[config.mk]
export PLATFORM = sky130hd
export DESIGN_NAME = demux_stream
export DESIGN_NICKNAME = d
export VERILOG_FILES = /design/src/rtl/demux_stream.sv
export SDC_FILE = /design/constraint.sdc
export NUM_CORES = 1
export LEC_CHECK = 0
export BUFFER_PORTS_ARGS = -buffer_cell sky130_fd_sc_hd__buf_2
export CORE_ASPECT_RATIO = 0.7
export CORE_UTILIZATION = 35
export DETAILED_ROUTE_END_ITERATION = 8
export GPL_TIMING_DRIVEN = 1
export SYNTH_ARGS = -nofsm -noshare
export SYNTH_HDL_FRONTEND = slang
export SYNTH_SLANG_ARGS = --single-unit
export TNS_END_PERCENT = 100
[constraint.sdc]
create_clock -name clk -period 2.3 [get_ports clk]
set_input_delay 0.46 -clock clk [delete_from_list [all_inputs] [get_ports clk]]
set_output_delay 0.46 -clock clk [all_outputs]
set_load 0.01 [all_outputs]
[src/rtl/demux_stream.sv]
// Registered 1-to-NCH stream demultiplexer with per-channel valid/ready holding registers,
// explicit-select or round-robin routing. Optional per-channel accept counters: DEMUX_STREAM_CNT_EN.
module demux_stream #(
   parameter int WIDTH = 8,
   parameter int NCH   = 8,
   parameter int SELW  = $clog2(NCH)
) (
   input  logic                   clk,
   input  logic                   rst_n,
   input  logic                   mode,
   input  logic [SELW-1:0]        sel,
   input  logic [WIDTH-1:0]       in_data,
   input  logic                   in_valid,
   output logic                   in_ready,
   output logic [NCH*WIDTH-1:0]   out_data,
   output logic [NCH-1:0]         out_valid,
   input  logic [NCH-1:0]         out_ready,
`ifdef DEMUX_STREAM_CNT_EN
   input  logic [SELW-1:0]        cnt_sel,
   output logic [15:0]            cnt_out,
`endif
   output logic [NCH-1:0]         chan_hot,
   output logic [SELW-1:0]        seq_ptr
);

   localparam logic [SELW:0]   NCH_W = (SELW+1)'(NCH);
   localparam logic [SELW-1:0] LAST  = SELW'(NCH-1);

   logic [NCH*WIDTH-1:0] r_out_data;
   logic [NCH-1:0]       r_out_valid;
   logic [NCH-1:0]       r_chan_hot;
   logic [SELW-1:0]      r_seq_ptr;

   logic [SELW-1:0]      w_tgt;
   logic                 w_tgt_ok;
   logic [NCH-1:0]       w_tgt_dec;
   logic                 w_busy;
   logic                 w_accept;

   assign w_tgt    = mode ? r_seq_ptr : sel;
   // The round-robin pointer never leaves 0..NCH-1, so only an explicit select can be out of range.
   assign w_tgt_ok = mode | ({1'b0, sel} < NCH_W);

   // Decode the target channel without indexing past NCH (keeps X out of non-power-of-2 builds).
   always_comb begin
      w_tgt_dec = '0;
      for (int k = 0; k < NCH; k++) begin
         w_tgt_dec[k] = w_tgt_ok & (w_tgt == SELW'(k));
      end
   end

   assign w_busy   = |(w_tgt_dec & r_out_valid & ~out_ready);
   assign in_ready = rst_n & w_tgt_ok & ~w_busy;
   assign w_accept = in_valid & in_ready;

   // Channel holding registers, last-channel one-hot and round-robin pointer.
   always_ff @(posedge clk) begin
      if (!rst_n) begin
         r_out_data  <= '0;
         r_out_valid <= '0;
         r_chan_hot  <= '0;
         r_seq_ptr   <= '0;
      end else begin
         for (int k = 0; k < NCH; k++) begin
            if (w_accept && w_tgt_dec[k]) begin
               r_out_data[k*WIDTH +: WIDTH] <= in_data;
               r_out_valid[k]               <= 1'b1;
            end else if (out_ready[k]) begin
               r_out_valid[k] <= 1'b0;
            end else begin
               r_out_valid[k] <= r_out_valid[k];
            end
         end
         if (w_accept) begin
            r_chan_hot <= w_tgt_dec;
         end else begin
            r_chan_hot <= r_chan_hot;
         end
         if (w_accept && mode) begin
            r_seq_ptr <= (r_seq_ptr == LAST) ? '0 : r_seq_ptr + SELW'(1);
         end else begin
            r_seq_ptr <= r_seq_ptr;
         end
      end
   end

   assign out_data  = r_out_data;
   assign out_valid = r_out_valid;
   assign chan_hot  = r_chan_hot;
   assign seq_ptr   = r_seq_ptr;

`ifdef DEMUX_STREAM_CNT_EN
   logic [15:0] r_cnt [NCH];

   // Saturating count of words accepted per channel.
   always_ff @(posedge clk) begin
      if (!rst_n) begin
         for (int k = 0; k < NCH; k++) r_cnt[k] <= 16'h0000;
      end else begin
         for (int k = 0; k < NCH; k++) begin
            if (w_accept && w_tgt_dec[k] && (r_cnt[k] != 16'hFFFF)) begin
               r_cnt[k] <= r_cnt[k] + 16'h0001;
            end else begin
               r_cnt[k] <= r_cnt[k];
            end
         end
      end
   end

   // Counter read mux; an out-of-range cnt_sel matches no channel and reads 0.
   always_comb begin
      cnt_out = 16'h0000;
      for (int k = 0; k < NCH; k++) begin
         cnt_out = cnt_out | (r_cnt[k] & {16{cnt_sel == SELW'(k)}});
      end
   end
`endif

endmodule

Yosys cells after proc, flatten, opt, wreduce, memory -nomap -nowiden
Cells that the tools add are included.
Cells by class
  bitwise logic cells: 6
  mux-type cells: 18
  reductions and logical operators: 19
  $add $sub $neg: 1
  equality and inequality tests: 8
Operator list (count)
  $and A8 B8 Y8: 2
  $mux W1: 16
  $reduce_bool A2 Y1: 8
  $eq A3 B3 Y1 const B: 5
  $logic_and A1 B1 Y1: 9
  $not A8 Y8: 1
  $reduce_or A8 Y1: 1
  $eq A3 B2 Y1 const B: 2
  $mux W3: 2
  $add A3 B1 Y3 const B: 1
  $eq A3 B1 Y1 const B: 1
  $logic_not A3 Y1: 1
  $and A1 B1 Y1: 2
  $not A1 Y1: 1
Storage, ports and cells
  word-level logic and storage cells: 70
  register bits: 83

Depth between registers and ports, before layout
Gate-level depths: netlist of run 1.
  word-level depth: 10
  gate-level depth with buffers: 7
  mapped depth without buffers: 5

Worst setup path after synthesis of run 1
OpenSTA, ideal clock, no wires.
  kind: in2out
  start point: input mode
  end point: output in_ready
  path buffers: 1
  arrival time: 1735 ps
  path slack: 105 ps
  required time: 1840 ps
  cell stages on the path: 5
  path through: mux2_4 -> mux2i_1 -> a22o_4 -> buf_2 -> nor3_1
On the way
  longest elaborated chain between the ends: 7
RTL lines
  from (decl): RTL line 10  | input logic mode,
  $mux W3 *: RTL line 40  | assign w_tgt = mode ? r_seq_ptr : sel;
  $eq A3 B1 Y1 (tied with other cells): RTL line 48  | w_tgt_dec[k] = w_tgt_ok & (w_tgt == SELW'(k));
  $and A8 B8 Y8 * (2 in a row): RTL line 52  | assign w_busy = |(w_tgt_dec & r_out_valid & ~out_ready);
  $reduce_or A8 Y1 *: RTL line 52
  $not A1 Y1 *: RTL line 53  | assign in_ready = rst_n & w_tgt_ok & ~w_busy;
  $and A1 B1 Y1 *: RTL line 53
  to (decl): RTL line 14  | output logic in_ready,
Every way passes the cells marked *; elsewhere a longest branch is shown, timed or not.

Worst setup path in the final report of run 1
  start point: register r_seq_ptr[0], in the netlist seq_ptr[0]
  end point: output in_ready
On the way
  longest elaborated chain between the ends: 7
RTL lines
  from (decl): RTL line 32  | logic [SELW-1:0] r_seq_ptr;
  from (signal assigned): RTL line 80  | r_seq_ptr <= (r_seq_ptr == LAST) ? '0 : r_seq_ptr + SELW'(1);
  from (signal assigned): RTL line 82  | r_seq_ptr <= r_seq_ptr;
  $mux W3 *: RTL line 40
  $eq A3 B1 Y1 (tied with other cells): RTL line 48
  $and A8 B8 Y8 * (2 in a row): RTL line 52
  $reduce_or A8 Y1 *: RTL line 52
  $not A1 Y1 *: RTL line 53
  $and A1 B1 Y1 *: RTL line 53
Marks and branches as above.

==> impl_metrics.toml, run 1 <==
[sta]
relSlewSlack_pct = 69.7
slew_violations = 0
final.setup.tns_ns = 0
tightest_slew_ns = 0.451
period_share_pct = 97.3
clock.fmax_mhz = 447
hold_viol_final = 0
fin_crit_ns = 2.24
setup_viol = 0
timing.final.ws_setup_ns = 0.0625
skew_ns = 0.00659

[min_path]
holdPathStages = 3
holdCritPathClass = "input pin to flop"

[critical_path]
cp_max_fo = 6
crit_path_end_kind = "output pin"
critPathKind = "flop to output pin"
rrSetupSlack_ns = 0.35
cp_data_required_time_ns = 1.84
reg2reg_depth = 7
startpoint_type = "flop"
arrival_ns = 1.78

[place]
dp_hpwl_um = 6540
place.gp.congestion = 0.913
pre_cts_ws_ns = -0.00130
dp_cells = 570
portBuffers = 106

[logic_synthesis]
ys_ff_latch = 83
synth_xor_area_share_pct = 0
syn_area_um2 = 3290
synth_fa_ha_area_share_pct = 0.761
avgSynthCellArea_um2 = 9.37
ys_warn_count = 0
synth-simple-area-share_pct = 17.7
yosysUniqueCellTypes = 37
synthCells = 351
ys.flop_type = "dfxtp_1"
synth_top_family_by_area = "simple AND/OR/NAND/NOR gates"
synth_edf_count = 0
ys_seq_area_share_pct = 50.5
synth_top_area_share_pct = 50.5
synthesis.nets = 376
netlist_top_cells_area = "dfxtp_1, mux2i_1, nor2_1"
async_reset_ff_share_pct = 0
synth_compound_area_share_pct = 10.2
yosys-mux-area-fraction_pct = 16.6
synth_top_cell_by_area = "dfxtp_1"

[global_route]
grt_usage_pct = 19.5
grt_max_degree = 43
grt_pass1_wl_um = 14800
antenna_found_initial = 0
first_global_vias = 2710
overflow = 0

[die]
rows = 29
die_h_um = 83.1
initial_core_util_pct = 36.1
fp.dieArea_um2 = 9800
core_um2 = 9110
die_w_um = 118
io_pins = 107

[cts]
clockBufferDepth = 2
htree_levels = 3
cts_made_buffers = 9
cts_sinks = 83
path_clk_slew_ns = 0.06
cts_hold_buf = 0
clock_latency_ns = 0.33
cts_tree = "yes"
cts_root_buf = "clkbuf_16"

[drt]
vias_per_cell = 4.91
routed-via-count = 2874
ant_nets = 0
first_pass_iters = 4
routedWlPerCell_um = 15.9
initialDrtViolationCount = 156
drc = 0
wirelength_um = 9290

[layout]
layout-drive-gt1-share_pct = 33.8
n_fill_cell = 889
diodes = 0
syn_to_final_growth_pct = 31.2
final_cell_mix = "buf_2, dfxtp_1, nor2_1, mux2i_1, a21oi_1"
final_cells = 585
final_common_cell = "buf_2"
nets = 482

[power]
p_leak_nw = 2.04
pwr_density_cell_nw_per_um2 = 731
vdd_ir_drop_max_v = 0.000420
total_power_mw = 3.15

[status]
status = "completed"

[flow_run]
cap_violations = 0
## synthesized netlist by cell type, types with 3 or more instances
cell / number
nor2_1: 55
a21oi_1: 24
and2_1: 3
or2_2: 3
nand2_1: 18
o211ai_1: 3
nand2b_1: 6
dfxtp_1: 83
buf_2: 7
nor3_1: 3
nor2b_1: 3
buf_4: 3
clkbuf_1: 19
nand3_1: 18
o21ai_0: 23
mux2i_1: 52
## power breakdown
group	internal (mW)	switching [mW]
clock	0.872	0.585
sequential	1.46	0.0159
combinational	0.0856	0.134
total	2.42	0.735
## per-layer routing
metal  vias up  share of wire, %  GRT usage, %  routed length (um)
met4         0              0.61          4.55                  57
met3         9               7.9          7.21                 737
li1       1413                 -             -                   -
met1      1350                49          27.0                4540
met2       102                43          28.5                3960
met5         -                 0             0                   0
## per-stage QoR
step / util [%] / hold WS (ns) / instance area (um2)
6_report: 47.4 / 0.425 / 4320
5_1_grt: 47.4 / 0.434 / 4320
4_1_cts: 47.3 / 0.419 / 4310
3_5_place_dp: 43.9 / 0.441 / 4000
3_3_place_gp: 43.9 / 0.437 / 4000
2_1_floorplan: - / 0.473 / 3290
## final cells by class
type	instances	area (um2)	area share (%)
multi-input combinational	236	1520	35.2
clock buffer	10	239	5.54
clock inverter	5	62.6	1.45
sequential	83	1660	38.6
timing repair buffer	124	666	15.4
tap	124	155	3.60
inverter	3	11.3	0.261
## path summary, 6_finish.rpt
path	start	endpoint
setup / recovery	seq_ptr[0]	in_ready
hold / removal	out_ready[2]	out_valid[2]
setup reg to reg	seq_ptr[0]	chan_hot[4]
hold reg to reg	chan_hot[1]	chan_hot[1]
## critical path, stage by stage (launching register included)
cell     delay (ns)
dfxtp_2        0.36
mux2_4         0.28
mux2i_1        0.15
a22o_4         0.30
nor3_2         0.20
buf_2          0.16
## timing repair
action,4_1_cts,5_1_grt
setup buffers,0,0
endpoints found under the setup margin,1,1
gates resized for setup,3,1
## state kept, by name (all words and copies together), names as in the netlist
| register | flops |
|---|---|
| chan_hot | 8 |
| out_data | 64 |
| out_valid | 8 |
| seq_ptr | 3 |
## cell families after synthesis
kind of cell	count (synthesis)
compound gates	59
buf+inv	32
mux	54
flops	83
fa+ha+maj	2
simple gates	121
(Power assumes the default switching activity.)
==> inputs of run 2 (changes only) <==
- MAX_ROUTING_LAYER: unset -> met4
==> run 2 against run 1 <==
Wire length up 0.11%. Sequential power about the same. Register-to-register slack about the same. Largest cell class unchanged. Die area unchanged. Highest routed layer unchanged. Cell area unchanged. Clock power about the same. Clock-buffer cell count unchanged. Largest power group unchanged. Combinational power about the same. Setup slack about the same. Critical path depth unchanged. Fmax about the same.
==> impl_metrics.toml, run 2 (synthesis gave the netlist of run 1 again) <==
[global_route]
overflow = 0
first_global_vias = 2707
grt_usage_pct = 20.0
grt_max_degree = 43
grt_pass1_wl_um = 14700
antenna_found_initial = 0

[min_path]
holdPathStages = 3
holdCritPathClass = "input pin to flop"

[critical_path]
rrSetupSlack_ns = 0.35
cp_max_fo = 6
crit_path_end_kind = "output pin"
crit_slowest_cell = "dfxtp_2"
path_cells = "mux2_4, mux2i_1, a22o_4, nor3_2, buf_2"
path_depth = 5
cp_data_required_time_ns = 1.84
critPathKind = "flop to output pin"
critPathTopFamily = "multiplexers"
critPathMaxStageDelay_ns = 0.36
reg2reg_depth = 7
path_buf_inv = 1
startpoint_type = "flop"
arrival_ns = 1.78

[place]
pre_cts_ws_ns = -0.00130
portBuffers = 106
dp_cells = 570
place.gp.congestion = 0.929
dp_hpwl_um = 6540
postPlaceCellArea_um2 = 4000

[layout]
fin_util_pct = 47.4
n_fill_cell = 889
layout-drive-gt1-share_pct = 33.8
final_common_cell = "buf_2"
nets = 482
syn_to_final_growth_pct = 31.2
diodes = 0
stdcell_area_um2 = 4320
final_cell_mix = "buf_2, dfxtp_1, nor2_1, mux2i_1, a21oi_1"
largest_register_ffs = 64
final_cells = 585

[drt]
wirelength_um = 9300
ant_nets = 0
vias_per_cell = 4.91
first_pass_iters = 4
routed-via-count = 2870
drc = 0
routedWlPerCell_um = 15.9
initialDrtViolationCount = 137

[sta]
final.setup.tns_ns = 0
timing.final.ws_setup_ns = 0.0621
setup_viol = 0
relSlewSlack_pct = 69.5
clock.fmax_mhz = 447
tightest_slew_ns = 0.454
hold_viol_final = 0
fin_crit_ns = 2.24
period_share_pct = 97.3
skew_ns = 0.00637
slew_violations = 0
hold_ws_ns = 0.424

[die]
core_um2 = 9110
initial_core_util_pct = 36.1
io_pins = 107
rows = 29
die_w_um = 118
fp.dieArea_um2 = 9800
die_h_um = 83.1

[status]
status = "completed"

[power]
switchingPower_uw = 734
power.share.clock_pct = 46.1
pwr_density_cell_nw_per_um2 = 731
total_power_mw = 3.15
pwr-share-comb_pct = 7.0
p_leak_nw = 2.04
vdd_ir_drop_max_v = 0.000420
netSwitchingFraction_pct = 23.3
seq_power_share_pct = 46.9
p_int_mw = 2.42

[cts]
cts_sinks = 83
htree_levels = 3
path_clk_slew_ns = 0.06
cts_made_buffers = 9
cts_setup_buffers = 0
cts_hold_buf = 0
cts_root_buf = "clkbuf_16"
clockBufferDepth = 2
clock_latency_ns = 0.33
cts_tree = "yes"

[flow_run]
cap_violations = 0
-- run 2: cell counts in the layout (fill, tap and decap cells not counted) --
Identical to the previous run, type by type.
-- run 2: area by class of cell --
class	count	area, um2	area share (%)
Multi-Input combinational cell	236	1520	35.2
Clock inverter	5	62.6	1.45
Inverter	3	11.3	0.261
Timing Repair Buffer	124	666	15.4
Clock buffer	10	239	5.54
Sequential cell	83	1660	38.6
Tap cell	124	155	3.60
-- run 2: worst min-delay path: cells and delay by family --
family	cells	cell delay [ns]
buf+inv	1	0.07
simple gates	1	0.11
compound gates	1	0.06
-- run 2: power groups by stage --
| stage | logic [mW] | clock network [mW] | registers (mW) |
|---|---|---|---|
| after floorplan | 0.119 | 0 | 1.52 |
| after global placement | 0.216 | 0 | 1.51 |
| after detailed placement | 0.219 | 0 | 1.51 |
| after CTS | 0.221 | 1.49 | 1.48 |
| after global routing | 0.241 | 1.54 | 1.48 |
| final | 0.220 | 1.46 | 1.48 |
-- run 2: path summary, 6_finish.rpt --
check | endpoint | start
max | in_ready | seq_ptr[0]
min | out_valid[2] | out_ready[2]
max reg2reg | chan_hot[4] | seq_ptr[0]
min reg2reg | chan_hot[1] | chan_hot[1]
-- run 2: repair_timing --
action / CTS / global route
cloned: 0 / 0
gates resized for setup: 3 / 1
setup endpoints to repair: 1 / 1
-- run 2: routing by layer --
metal	track usage, %	vias to the layer above	part of all wire, %
met3	5.77	8	7.5
met5	-	-	0
met2	28.4	106	43
li1	-	1414	-
met1	27.5	1342	49
met4	5.24	0	0.73
==> inputs of run 3 (changes only) <==
- SETUP_SLACK_MARGIN: unset -> 0.4
==> run 3 against run 2 <==
Clock skew barely moved. Setup slack improved by 0.0079 ns. Cell count increased by 2.7%. Worst hold slack improved by 0.014 ns. Die area is the same. Fmax increased by 0.35%. Clock-buffer cell count did not move. Critical path type unchanged. Global-route usage is 0.44 points higher.
==> impl_metrics.toml, run 3 (synthesis gave the netlist of run 1 again) <==
[status]
status = "completed"

[sta]
tightest_slew_ns = 0.423
hold_viol_final = 0
timing.final.ws_setup_ns = 0.0700
clock.fmax_mhz = 448
relSlewSlack_pct = 71.8
rsz0062_at_grt = "yes"
skew_ns = 0.00592
period_share_pct = 97.0
fin_crit_ns = 2.23
setup_viol = 0
slew_violations = 0

[critical_path]
path_cells = "mux2i_2, mux2_4, o211ai_1, buf_4, nor3_4, buf_2"
r2r-start = "seq_ptr[0]"
crit_path_start = "seq_ptr[1]"
critPathKind = "flop to output pin"
rrSetupSlack_ns = 0.31
critPathMaxStageDelay_ns = 0.36
crit_slowest_cell = "dfxtp_4"
cp_max_fo = 4
reg2reg_depth = 7
crit_path_end_kind = "output pin"
r2r_end = "chan_hot[2]"
startpoint_type = "flop"
arrival_ns = 1.77
cp_data_required_time_ns = 1.84

[min_path]
min_from = "out_ready[3]"
holdPathStages = 3
hold_path_end = "out_valid[3]"
holdCritPathClass = "input pin to flop"

[die]
io_pins = 107
die_h_um = 83.1
initial_core_util_pct = 36.1
core_um2 = 9110
fp.dieArea_um2 = 9800
rows = 29
die_w_um = 118

[drt]
first_pass_iters = 4
routedWlPerCell_um = 16.2
drc = 0
vias_per_cell = 4.95
initialDrtViolationCount = 177
routed-via-count = 2975
wirelength_um = 9760
ant_nets = 0

[power]
p_leak_nw = 2.14
vdd_ir_drop_max_v = 0.000453
total_power_mw = 3.16
pwr_density_cell_nw_per_um2 = 693

[global_route]
grt_max_degree = 39
grt_pass1_wl_um = 15000
antenna_found_initial = 0
first_global_vias = 2742
grt_usage_pct = 20.4
overflow = 0

[cts]
htree_levels = 3
cts_made_buffers = 9
cts_root_buf = "clkbuf_16"
clock_latency_ns = 0.33
path_clk_slew_ns = 0.06
cts_sinks = 83
clockBufferDepth = 2
cts_tree = "yes"

[layout]
nets = 497
n_fill_cell = 898
seq_area_um2 = 1670
largest_register_ffs = 64
multi_input_area_um2 = 1580
diodes = 0
syn_to_final_growth_pct = 38.5
layout-drive-gt1-share_pct = 37.7
final_cell_mix = "buf_2, dfxtp_1, nor2_1, mux2i_1, buf_4"
final_common_cell = "buf_2"

[place]
dp_hpwl_um = 6470
pre_cts_ws_ns = -0.00934
portBuffers = 106
place.gp.congestion = 0.838

[flow_run]
cap_violations = 0
run 3: cell count changes in the layout (fill, tap and decap cells not counted), moves of 2 or more:
cell | previous run | this run
buf_4 | 18 | 23
buf_6 | 0 | 5
a21oi_1 | 24 | 21
a21oi_2 | 0 | 3
buf_8 | 0 | 3
dfxtp_4 | 0 | 2
mux2i_1 | 52 | 50
run 3: timing repair:
item | CTS | global route
gates resized for setup | 7 | 22
hold endpoints to repair | 0 | 0
pin swaps | 2 | 4
hold buffers | 0 | 0
setup endpoints to repair | 14 | 48
setup buffers | 5 | 7
gates cloned | 0 | 2
run 3: where the power goes:
group / internal, mW / switching (mW) / total (mW) / leakage, nW
Combinational: 0.106 / 0.149 / 0.255 / 1.33
Sequential: 1.46 / 0.0144 / 1.48 / 0.672
Clock: 0.843 / 0.583 / 1.43 / 0.143
run 3: final cells by class:
| type | count | share of cell area, % |
|---|---|---|
| Inverter | 3 | 0.247 |
| Timing Repair Buffer | 139 | 18.6 |
| Clock buffer | 10 | 5.03 |
| Tap cell | 124 | 3.41 |
| Sequential cell | 83 | 36.7 |
| Multi-Input combinational cell | 236 | 34.6 |
| Clock inverter | 6 | 1.43 |
run 3: how the worst max path moves through the flow:
stage,slack [ns],endpoint
after floorplan,0.28,in_ready
after global placement,0.04,in_ready
after detailed placement,-0.009,chan_hot[4]
after CTS,0.06,in_ready
after global routing,0.02,in_ready
final,0.07,in_ready
run 3: worst max-delay path: cells and delay by family (launching register included):
family,cells,cell delay [ns]
compound gates,1,0.21
buf+inv,2,0.32
flops,1,0.36
mux,2,0.50
simple gates,1,0.04
run 3: stage by stage:
step | setup TNS (ns) | instance area, um2 | utilization (%) | hold slack [ns] | instances
2_1_floorplan | 0 | 3310 | - | 0.473 | 351
3_3_place_gp | 0 | 4050 | 44.4 | 0.445 | 571
3_5_place_dp | -0.0118 | 4050 | 44.4 | 0.441 | 571
4_1_cts | 0 | 4400 | 48.3 | 0.429 | 592
5_1_grt | 0 | 4560 | 50.0 | 0.444 | 601
6_report | 0 | 4560 | 50.0 | 0.438 | 601
run 3: routing by layer:
metal	global-route usage, %	up-vias	wire length [um]
li1	-	1446	-
met4	4.55	0	73
met3	6.80	9	679
met2	28.9	100	4190
met5	-	-	0
met1	27.9	1420	4820
